==> src/rtl/regfile_write_arbiter.sv <==
// Two-requester write-back arbiter for a small register file: one-entry
// buffers per requester, age-aware round-robin drain, registered write port.
module regfile_write_arbiter_buf #(
  parameter int DATA_WIDTH = 16,
  parameter int ADDR_WIDTH = 2
)(
  input  logic                  clock,
  input  logic                  reset_n,
  input  logic                  i_acc,
  input  logic                  i_drain,
  input  logic [ADDR_WIDTH-1:0] i_wr,
  input  logic [DATA_WIDTH-1:0] i_wd,
  output logic                  o_vld,
  output logic [ADDR_WIDTH-1:0] o_wr,
  output logic [DATA_WIDTH-1:0] o_wd
);
  logic                  r_vld;
  logic [ADDR_WIDTH-1:0] r_wr;
  logic [DATA_WIDTH-1:0] r_wd;

  // Accept wins over drain so a draining slot refills on the same edge.
  always_ff @(posedge clock or negedge reset_n) begin
    if (!reset_n) begin
      r_vld <= 1'b0;
      r_wr  <= '0;
      r_wd  <= '0;
    end else if (i_acc) begin
      r_vld <= 1'b1;
      r_wr  <= i_wr;
      r_wd  <= i_wd;
    end else if (i_drain) begin
      r_vld <= 1'b0;
    end
  end

  assign o_vld = r_vld;
  assign o_wr  = r_wr;
  assign o_wd  = r_wd;
endmodule

module regfile_write_arbiter #(
  parameter  int DATA_WIDTH = 16,
  parameter  int ADDR_WIDTH = 2,
  localparam int NREGS      = 2**ADDR_WIDTH
)(
  input  logic                  clock,
  input  logic                  reset_n,
  input  logic                  req0_valid,
  input  logic [ADDR_WIDTH-1:0] req0_wr,
  input  logic [DATA_WIDTH-1:0] req0_wd,
  output logic                  req0_ready,
  input  logic                  req1_valid,
  input  logic [ADDR_WIDTH-1:0] req1_wr,
  input  logic [DATA_WIDTH-1:0] req1_wd,
  output logic                  req1_ready,
  output logic                  RegWrite,
  output logic [ADDR_WIDTH-1:0] WR,
  output logic [DATA_WIDTH-1:0] WD,
  output logic [1:0]            grant,
  output logic [NREGS-1:0]      pending
);
  logic [1:0]                 w_in_vld, w_vld, w_acc, w_drain, w_rdy;
  logic [1:0][ADDR_WIDTH-1:0] w_in_wr, w_bwr;
  logic [1:0][DATA_WIDTH-1:0] w_in_wd, w_bwd;
  logic                       w_contest, w_sel;

  logic                  r_alive, r_ptr, r_old1;
  logic                  r_regwrite;
  logic [ADDR_WIDTH-1:0] r_wr;
  logic [DATA_WIDTH-1:0] r_wd;
  logic [1:0]            r_grant;

  assign w_in_vld = {req1_valid, req0_valid};
  assign w_in_wr  = {req1_wr, req0_wr};
  assign w_in_wd  = {req1_wd, req0_wd};

  genvar g;
  generate
    for (g = 0; g < 2; g++) begin : g_buf
      regfile_write_arbiter_buf #(.DATA_WIDTH(DATA_WIDTH), .ADDR_WIDTH(ADDR_WIDTH)) u_buf (
        .clock   (clock),
        .reset_n (reset_n),
        .i_acc   (w_acc[g]),
        .i_drain (w_drain[g]),
        .i_wr    (w_in_wr[g]),
        .i_wd    (w_in_wd[g]),
        .o_vld   (w_vld[g]),
        .o_wr    (w_bwr[g]),
        .o_wd    (w_bwd[g])
      );
      assign w_rdy[g] = r_alive & (~w_vld[g] | w_drain[g]);
      assign w_acc[g] = w_in_vld[g] & w_rdy[g];
    end
  endgenerate

  // r_old1: buffer 1 holds the older entry (only meaningful when both are full).
  // r_ptr: 0 favours req0 in a different-register contest.
  assign w_contest = &w_vld & (w_bwr[0] != w_bwr[1]);

  always_comb begin
    w_drain = w_vld;
    if (&w_vld) begin
      if (w_bwr[0] == w_bwr[1]) w_drain = r_old1 ? 2'b10 : 2'b01;
      else                      w_drain = r_ptr  ? 2'b10 : 2'b01;
    end
  end

  assign w_sel = w_drain[1];

  always_ff @(posedge clock or negedge reset_n) begin
    if (!reset_n) begin
      r_alive    <= 1'b0;
      r_ptr      <= 1'b0;
      r_old1     <= 1'b0;
      r_regwrite <= 1'b0;
      r_wr       <= '0;
      r_wd       <= '0;
      r_grant    <= 2'b00;
    end else begin
      r_alive <= 1'b1;
      if (w_contest) r_ptr <= w_drain[0];
      // A fresh entry is younger than a surviving one; same-edge pairs favour req0.
      if (&w_acc)                                  r_old1 <= 1'b0;
      else if (w_acc[0] & w_vld[1] & ~w_drain[1]) r_old1 <= 1'b1;
      else if (w_acc[1] & w_vld[0] & ~w_drain[0]) r_old1 <= 1'b0;
      r_regwrite <= |w_drain;
      r_grant    <= w_drain;
      if (|w_drain) begin
        r_wr <= w_bwr[w_sel];
        r_wd <= w_bwd[w_sel];
      end
    end
  end

  always_comb begin
    pending = '0;
    for (int i = 0; i < 2; i++)
      if (w_vld[i]) pending[w_bwr[i]] = 1'b1;
    if (r_regwrite) pending[r_wr] = 1'b1;
  end

  assign req0_ready = w_rdy[0];
  assign req1_ready = w_rdy[1];
  assign RegWrite   = r_regwrite;
  assign WR         = r_wr;
  assign WD         = r_wd;
  assign grant      = r_grant;
endmodule

==> config.mk <==
export PLATFORM = sky130hd
export DESIGN_NAME = regfile_write_arbiter
export DESIGN_NICKNAME = d
export VERILOG_FILES = /design/src/rtl/regfile_write_arbiter.sv
export SDC_FILE = /design/constraint.sdc
export NUM_CORES = 1
export LEC_CHECK = 0
export CAP_MARGIN = 20
export CORE_ASPECT_RATIO = 1.25
export CORE_MARGIN = 2
export CORE_UTILIZATION = 45
export DETAILED_ROUTE_END_ITERATION = 6
export PLACE_DENSITY_LB_ADDON = 0.2
export SYNTH_ARGS = -nofsm -noshare
export SYNTH_HDL_FRONTEND = slang
export SYNTH_SLANG_ARGS = --single-unit
==> constraint.sdc <==
create_clock -name clock -period 2 [get_ports clock]
set_input_delay 0.3 -clock clock [delete_from_list [all_inputs] [get_ports clock]]
set_output_delay 0.3 -clock clock [all_outputs]
set_load 0.1 [all_outputs]
Word-level counts from Yosys, hierarchy flattened
Index checks and enable logic that the tools add are counted.

word-level totals
  register bits = 62
  bits of input ports = 40

cells by class
  equal/unequal tests = 2
  reductions and logical operators = 9
  bitwise logic cells = 17
  mux-type cells = 24
  order comparisons = 7

operators with widths
  operator            count
  $mux 16             2
  $mux 2              6
  $mux 4              3
  $mux 1              10
  $and 1x1->1         9
  $lt 2x3->1 const B  3
  $or 4x4->4          2
  $demux 1 s2         3
  $ge 2x1->1 const B  3
  $not 1->1           4
  $reduce_and 2->1    2
  $reduce_bool 2->1   2
  $logic_and 1x1->1   3
  $reduce_bool 3->1   1
  $eq 2x2->1          1
  $lt 1x2->1 const B  1
  $ne 2x2->1          1
  $or 1x1->1          2
  $reduce_or 2->1     1

Logic depth before layout (Yosys ltp)
  depth in word-level cells = 11
  mapped depth = 7

Hierarchy
A second synthesis with hierarchy kept.

unflattened totals
  cell total of the unflattened synthesis = 214
  area, all modules = 2,891.5 µm²

by module, submodules not included
  module                     area each (µm²)  sequential area each (µm²)  instances  cells an instance
  regfile_write_arbiter_buf  755.7            475.5                       2          41
  regfile_write_arbiter      1,380.1          600.6                       1          132

Least setup slack after synthesis
OpenSTA, ideal clock, no wires.

  path type = flip-flop to output port
  start = register g_buf[0].u_buf.r_vld
  end = output port pending[0]
  arrival time = 4.170 ns
  path buffers = 1
  stages on the path, launching flop included = 4
  slack = -2.470 ns
  cells stage by stage = dfrtp_1 > inv_1 > clkbuf_1 > o311ai_0

between the ends
  word-level cells in the longest chain between the ends = 5

ends and longest elaborated chain
  what                    line  source
  from (decl)             17    logic r_vld;
  from (signal assigned)  24    r_vld <= 1'b0;
  from (signal assigned)  28    r_vld <= 1'b1;
  from (signal assigned)  32    r_vld <= 1'b0;
  $mux 4 (*)              138   if (w_vld[i]) pending[w_bwr[i]] = 1'b1;
  $or 4x4->4 (no line)    -
  $mux 4 (*)              138
  $or 4x4->4 (no line)    -
  $mux 4 (*)              139   if (r_regwrite) pending[r_wr] = 1'b1;
  to (decl)               60    output logic [NREGS-1:0] pending

Mark *: on every way between the ends. The rest lies on a longest branch, timed or not.

Worst setup path after layout
  start = register g_buf[1].u_buf.r_wr[0]
  end = output port req0_ready

between the ends
  word-level cells in the longest chain between the ends = 5

ends and longest elaborated chain
  what                    line  source
  from (decl)             18    logic [ADDR_WIDTH-1:0] r_wr;
  from (signal assigned)  29    r_wr <= i_wr;
  $eq 2x2->1              103   if (w_bwr[0] == w_bwr[1]) w_drain = r_old1 ? 2'b10 : 2'b01;
  $mux 2                  103
  $mux 2                  102   if (&w_vld) begin
  $or 1x1->1              91    assign w_rdy[g] = r_alive & (~w_vld[g] | w_drain[g]);
  $and 1x1->1             91
  to (decl)               51    output logic req0_ready,

No other way between the ends.

==> run metrics <==
number of synthesis warnings 0; post-route setup slack -0.0237 ns; starting density of the core 47.2%; RR Endpoint g_buf[1].u_buf.o_wr[1]$_DFFE_PN0P_; antenna violations before repair 0; buffers and inverters on the worst path 1; number of nets in the layout 344; max-slew violation count 0; pre-CTS setup slack 0.0970 ns; number of ports placed on the die boundary 67; critical-path cell list xor2_4 -> nor4b_4 -> nor2_1 -> and2_4 -> buf_12; cell leakage power 1.78 nW; most frequent cells in the layout sky130_fd_sc_hd__dfrtp_1 (58), sky130_fd_sc_hd__clkdlybuf4s50_1 (38), sky130_fd_sc_hd__buf_4 (36), sky130_fd_sc_hd__mux2_2 (18), sky130_fd_sc_hd__a211o_1 (17); clock latency at the later pin of the worst-skew pair 0.33 ns; status finished, violations left; family with the most delay on the worst path simple AND/OR/NAND/NOR gates; violations in the final reports setup timing; leading cell type in the layout, fill and taps excluded sky130_fd_sc_hd__dfrtp_1; Slew headroom 65.5%; worst endpoint data arrival time 1.72 ns; area share of the largest cell type after synthesis 52.7%; ratio of routed vias to standard cells 5.37; clock buffers created by TritonCTS 9; Clock Skews 0.00562 ns; actual slew at the worst max-slew pin 0.517 ns; P_sw 0.00295 W; Port Buf Inserts 66; Overflow after GRT 0; switching share of power 48.2%; number of buffers between clock root and the deepest sink 2; count of maximum capacitance violations 0; slowest cell on the critical path sky130_fd_sc_hd__dfrtp_2; worst r2r path cells 6; total power divided by cell area 1500 nW/um^2; post-detailed-route wirelength per cell 16.9 microns; Clock transition at path regs 0.06 ns; cell area after placement 3740 sq um; chip width 76.4 microns; final WL 6640 microns; vias in the first global route 2,289; Netlist Area Pre-Place 2950 sq um; maximum number of pins on one net before global-route repair 32; final estimated routing congestion in global placement 0.813; share of the yosys chip area belonging to registers 52.7%; r2r setup slk 0.08 ns; start of the worst register-to-register path g_buf[1].u_buf.o_wr[1]$_DFFE_PN0P_; Cells after Synth 222; worst min-delay path class in2async; timing-limited maximum frequency 494 MHz; detailed-routing iteration count for the pre-antenna-repair pass 4; Combinational Power Share 53.4%; final critical path time including I/O delays and setup 2.02 ns; # setup viols final 2; Startpoint Class flop; crit-path max FO 3; DR vias 2,109; clock tree root buffer cell sky130_fd_sc_hd__clkbuf_8; htree depth 3; Reg power frac 31.3%; register bit count reported by yosys 62; element type at the critical path end primary output; Routed Antenna Nets 0; worst hold slack 0.476 ns; DRC violation count after routing 0; Worst Setup Path Type reg2out; share of layout cells above drive strength 1 40.3%; internal power component 0.00317 W; core area 6250 sq um; clock tree from TritonCTS yes; first-pass GRT wire length 11,100 microns; RSZ-0062 raised after global routing yes; share of the cycle needed by the critical path after routing 101%; Total Negative Setup Slacks -0.0373 ns; area growth from synthesis to final layout 38.7%; die boundary height 94.5 microns; floorplan row count 32; top cell type by total area after synthesis sky130_fd_sc_hd__dfrtp_1; Antenna Diode Count 0; HPWL after detailed placement 4640 microns; Hold Vio Cnt, Final 0; largest vdd supply drop 800 uV; slowest cell delay on critical path 0.48 ns; Crit path required time 1.70 ns; average cell area after synthesis 13.3 sq um; clock group share of total power 15.4%; top cells by area, synth sky130_fd_sc_hd__dfrtp_1 (53%), sky130_fd_sc_hd__mux2_2 (6.9%), sky130_fd_sc_hd__mux2_4 (5.1%), sky130_fd_sc_hd__a211o_1 (5.1%), sky130_fd_sc_hd__and2_1 (3.8%); die footprint 7210 sq um; 1st-iter DRT viols 133; final instance area 4080 sq um; CTS sink count 62; total global-route track usage 19.9%; Mapped Nets 262; post-synthesis cell type count 36
## state kept, by name, indices dropped and copies added (netlist names)
register	cells
WR	2
r_alive	1
RegWrite	1
g_buf.u_buf.o_vld	2
r_old1	1
r_ptr	1
WD	16
g_buf.u_buf.o_wr	4
g_buf.u_buf.o_wd	32
grant	2
## cell usage after synthesis, drive strengths merged
library cell	count
nor3	1
dfrtp	62
o21ai	4
xnor2	2
a211o	17
and2	19
or3b	1
nand3	8
inv	3
or2	1
and2b	1
o32a	1
nand2b	2
clkbuf	6
conb	1
buf	9
nor2	4
a211oi	2
a21oi	6
o221a	18
nor4b	1
or4	1
o311ai	2
xor2	2
mux2	38
nand2	10
## metal layers
layer,routed length (microns),vias up,global-route usage [%]
li1,-,979,-
met3,201,9,4.02
met1,2870,1072,25.0
met4,76,0,9.09
met2,3490,49,33.6
met5,0,-,0
## power groups by stage
stage	clock, W	combinational [W]	sequential, W
2_1_floorplan	0	0.00112	0.00314
3_3_place_gp	0	0.00312	0.00189
3_5_place_dp	0	0.00316	0.00189
4_1_cts	0.000966	0.00323	0.00189
5_1_grt	0.00101	0.00339	0.00196
6_report	0.000941	0.00326	0.00191
## layout make-up
class                   count  area [sq um]
clock inverters             1          5.00
clock buffers              14           163
multi-input cells         142          1400
well taps                  85           106
inverters                   3          11.3
fillers                   495          2160
repair buffers             86           840
flip-flops and latches     62          1560
## per-stage QoR
| stage | cells | util (%) | power, W |
|---|---|---|---|
| 2_1_floorplan | 222 | - | 0.00426 |
| 3_3_place_gp | 373 | 59.9 | 0.00501 |
| 3_5_place_dp | 373 | 59.9 | 0.00505 |
| 4_1_cts | 393 | 64.2 | 0.00609 |
| 5_1_grt | 393 | 65.4 | 0.00636 |
| 6_report | 393 | 65.4 | 0.00611 |
## timing repair
| action | CTS | global route |
|---|---|---|
| resized for setup | 13 | 13 |
| pin swaps | 8 | 2 |
| setup endpoints to repair | 2 | 39 |
| hold endpoints to repair | 20 | 0 |
| cloned | 0 | 0 |
| hold buffers | 1 | 0 |
| buffers inserted | 4 | 0 |
## how the worst max path moves through the flow
stage,startpoint,to,slack (ns),depth (start not counted)
3_3_place_gp,g_buf[0].u_buf.o_wr[0]$_DFFE_PN0P_,g_buf[0].u_buf.o_wr[1]$_DFFE_PN0P_,0.12,5
6_report,g_buf[1].u_buf.o_wr[0]$_DFFE_PN0P_,req0_ready,-0.02,5
2_1_floorplan,g_buf[0].u_buf.o_vld$_DFFE_PN0P_,pending[0],-0.35,3
5_1_grt,g_buf[1].u_buf.o_wr[0]$_DFFE_PN0P_,req0_ready,-0.08,5
3_5_place_dp,g_buf[0].u_buf.o_wr[1]$_DFFE_PN0P_,g_buf[1].u_buf.o_wr[1]$_DFFE_PN0P_,0.1,5
4_1_cts,g_buf[1].u_buf.o_wr[0]$_DFFE_PN0P_,req0_ready,-0.03,5
## cell families (layout without fill, tap and decap cells)
logic type | after synthesis | in the layout | synth area share [%]
flops | 62 | 62 | 52.7
compound gates | 50 | 50 | 15.7
simple gates | 49 | 49 | 10.1
mux | 38 | 38 | 15.8
buf+inv | 18 | 104 | 4.46
xor+xnor | 4 | 4 | 1.19
other cells | 1 | 1 | 0.127
No activity file was read; power rests on OpenSTA's default activity.
==> edit: new RTL, same flow settings <==
`DATA_WIDTH` is set to 16 in 2 places; all go to 14.
--- a/src/rtl/regfile_write_arbiter.sv
+++ b/src/rtl/regfile_write_arbiter.sv
@@ -2,5 +2,5 @@
 // buffers per requester, age-aware round-robin drain, registered write port.
 module regfile_write_arbiter_buf #(
-  parameter int DATA_WIDTH = 16,
+  parameter int DATA_WIDTH = 14,
   parameter int ADDR_WIDTH = 2
 )(
@@ -40,5 +40,5 @@
 
 module regfile_write_arbiter #(
-  parameter  int DATA_WIDTH = 16,
+  parameter  int DATA_WIDTH = 14,
   parameter  int ADDR_WIDTH = 2,
   localparam int NREGS      = 2**ADDR_WIDTH
Ports: changed (resized WD, req0_wd and req1_wd); port bits go from 67 to 61. The function was not compared with the original's and may differ.
==> edit against the original RTL <==
  * Worst setup slack worse by 10 ps
  * Area after synthesis is 6.5% lower
  * Sequential power is 9% lower
  * Sequential cell count is 6 lower
  * Clock skew is 8.6 ps higher
  * Core utilization is 0.29 points higher
  * First-iteration DRC count is 22% lower
  * Largest cell class unchanged
  * Synthesized cell count is 7.2% lower
  * Die area is 6.2% lower
  * Via count is 7.6% lower
  * Routed wire length is 10% lower
  * Hold slack worse by 20 ps
  * Power is 6.1% lower
  * Final area is 5.8% lower
  * The flow still finishes with violations (setup timing)
==> edit: results (changes against the original RTL) <==
Yosys
  • Count of different cell masters after synthesis: 34 (-5.6%)
  • Post-synth net total: 242 (-7.6%)
  • Yosys Warn Count: 0 (unchanged)
  • Area contributors post-synth: dfrtp_1 (51%), mux2_4 (11%), mux2_2 (6.5%), o221a_2 (6.1%), a211o_1 (4.8%)
  • Asr flop ratio synth: 1.00 (unchanged)
  • Synth top cells by count: dfrtp_1 (56), mux2_4 (20), mux2_2 (16), nor2b_1 (16)
  • Syn_area_per_cell: 13.4 um2 (+0.76%)
  • Synth Area in XOR/XNOR: 0.0236 (+0.0117)
  • Post-synthesis mux area share: 0.174 (+0.0164)
  • Seq/Total Area, Yosys: 0.509 (-0.0179)

Worst setup path
  • R2r setup slk: 100 ps (+20 ps)
  • Reg2Reg Capture Point: g_buf[1].u_buf.o_wd[3]

Clock tree
  • Clk slew on worst S/H paths: 110 ps (+50 ps)
  • H-tree level count: 2 (-1)
  • Number of buffers created by CTS: 5 (-4)
  • Setup Buffers After CTS: 2 (-2)

Route
  • Vias per Instance: 5.35 (-0.22%)
  • Iter 0 DRT Violations: 104 (-22%)
  • WL per Instance: 16.4 um (-3.0%)

Pwr
  • Worst IR Drop VDD: 1100 uV (+37%)
  • Pint: 3.04 mW (-3.9%)

Finish
  • Fin nets: 317 (-7.8%)
  • Final instance area: 3850 um2 (-5.8%)
  • Layout cells sized above 1: 0.482 (+0.0797)
  • Max reg flops: 28 (-13%)
  • Filler instances: 447 (-9.7%)

Placed design
  • RePlAce Congestion: 0.834 (+2.6%)
  • IO Port Bufs: 60 (-9.1%)
  • Dpl cell area: 3570 um2 (-4.6%)
  • Post-place setup slack: 140 ps (+42.8 ps)
  • Cell total after placement: 352 (-5.6%)

GRT
  • Met2 GRT Util: 0.287 (-0.0491)
  • Met3 Resource Use GR: 0.0366 (-0.00353)
  • M1 GR Usage: 0.274 (+0.0241)
  • Largest net degree at the start of global routing: 26 (-19%)
  • Total GRT Usage: 0.192 (-0.00755)

STA
  • PnR worst setup slack: -34.1 ps (-10.4 ps)
  • Worst hold slack: 456 ps (-20.5 ps)
  • Setup TNS: -41.4 ps (-4.09 ps)
  • Final setup fails: 2 (unchanged)

Run status
  • Failing checks: setup timing
  • Outcome: complete, but fails checks
[edit: critical path, stage by stage (launching register included)]
cell and delay, ps:
dfrtp_2 500, xor2_4 220, nor4b_4 300, nor2_2 80, and2_4 170, buf_12 160
[edit: routing by layer]
metal | vias up | share of wire
met3 | 9 | 0.037
li1 | 909 | -
met2 | 49 | 0.50
met5 | - | 0
met1 | 982 | 0.45
met4 | 0 | 0.015
[edit: area by class of cell]
cell class              count  area, um2  share of cell area
clock buffers               5       68.8              0.0179
inverters                   1       3.75            0.000976
multi-input cells         133       1340               0.349
repair buffers             84        843               0.219
flip-flops and latches     56       1420               0.369
well taps                  82        103              0.0267
clock inverters             3       68.8              0.0179
[edit: power groups by stage]
stage | Clock [mW] | Combinational (mW) | Sequential [mW]
6_report | 0.883 | 3.12 | 1.73
3_5_place_dp | 0 | 3.05 | 1.72
4_1_cts | 0.904 | 3.13 | 1.74
5_1_grt | 0.945 | 3.24 | 1.78
3_3_place_gp | 0 | 3.02 | 1.72
2_1_floorplan | 0 | 1.15 | 2.83
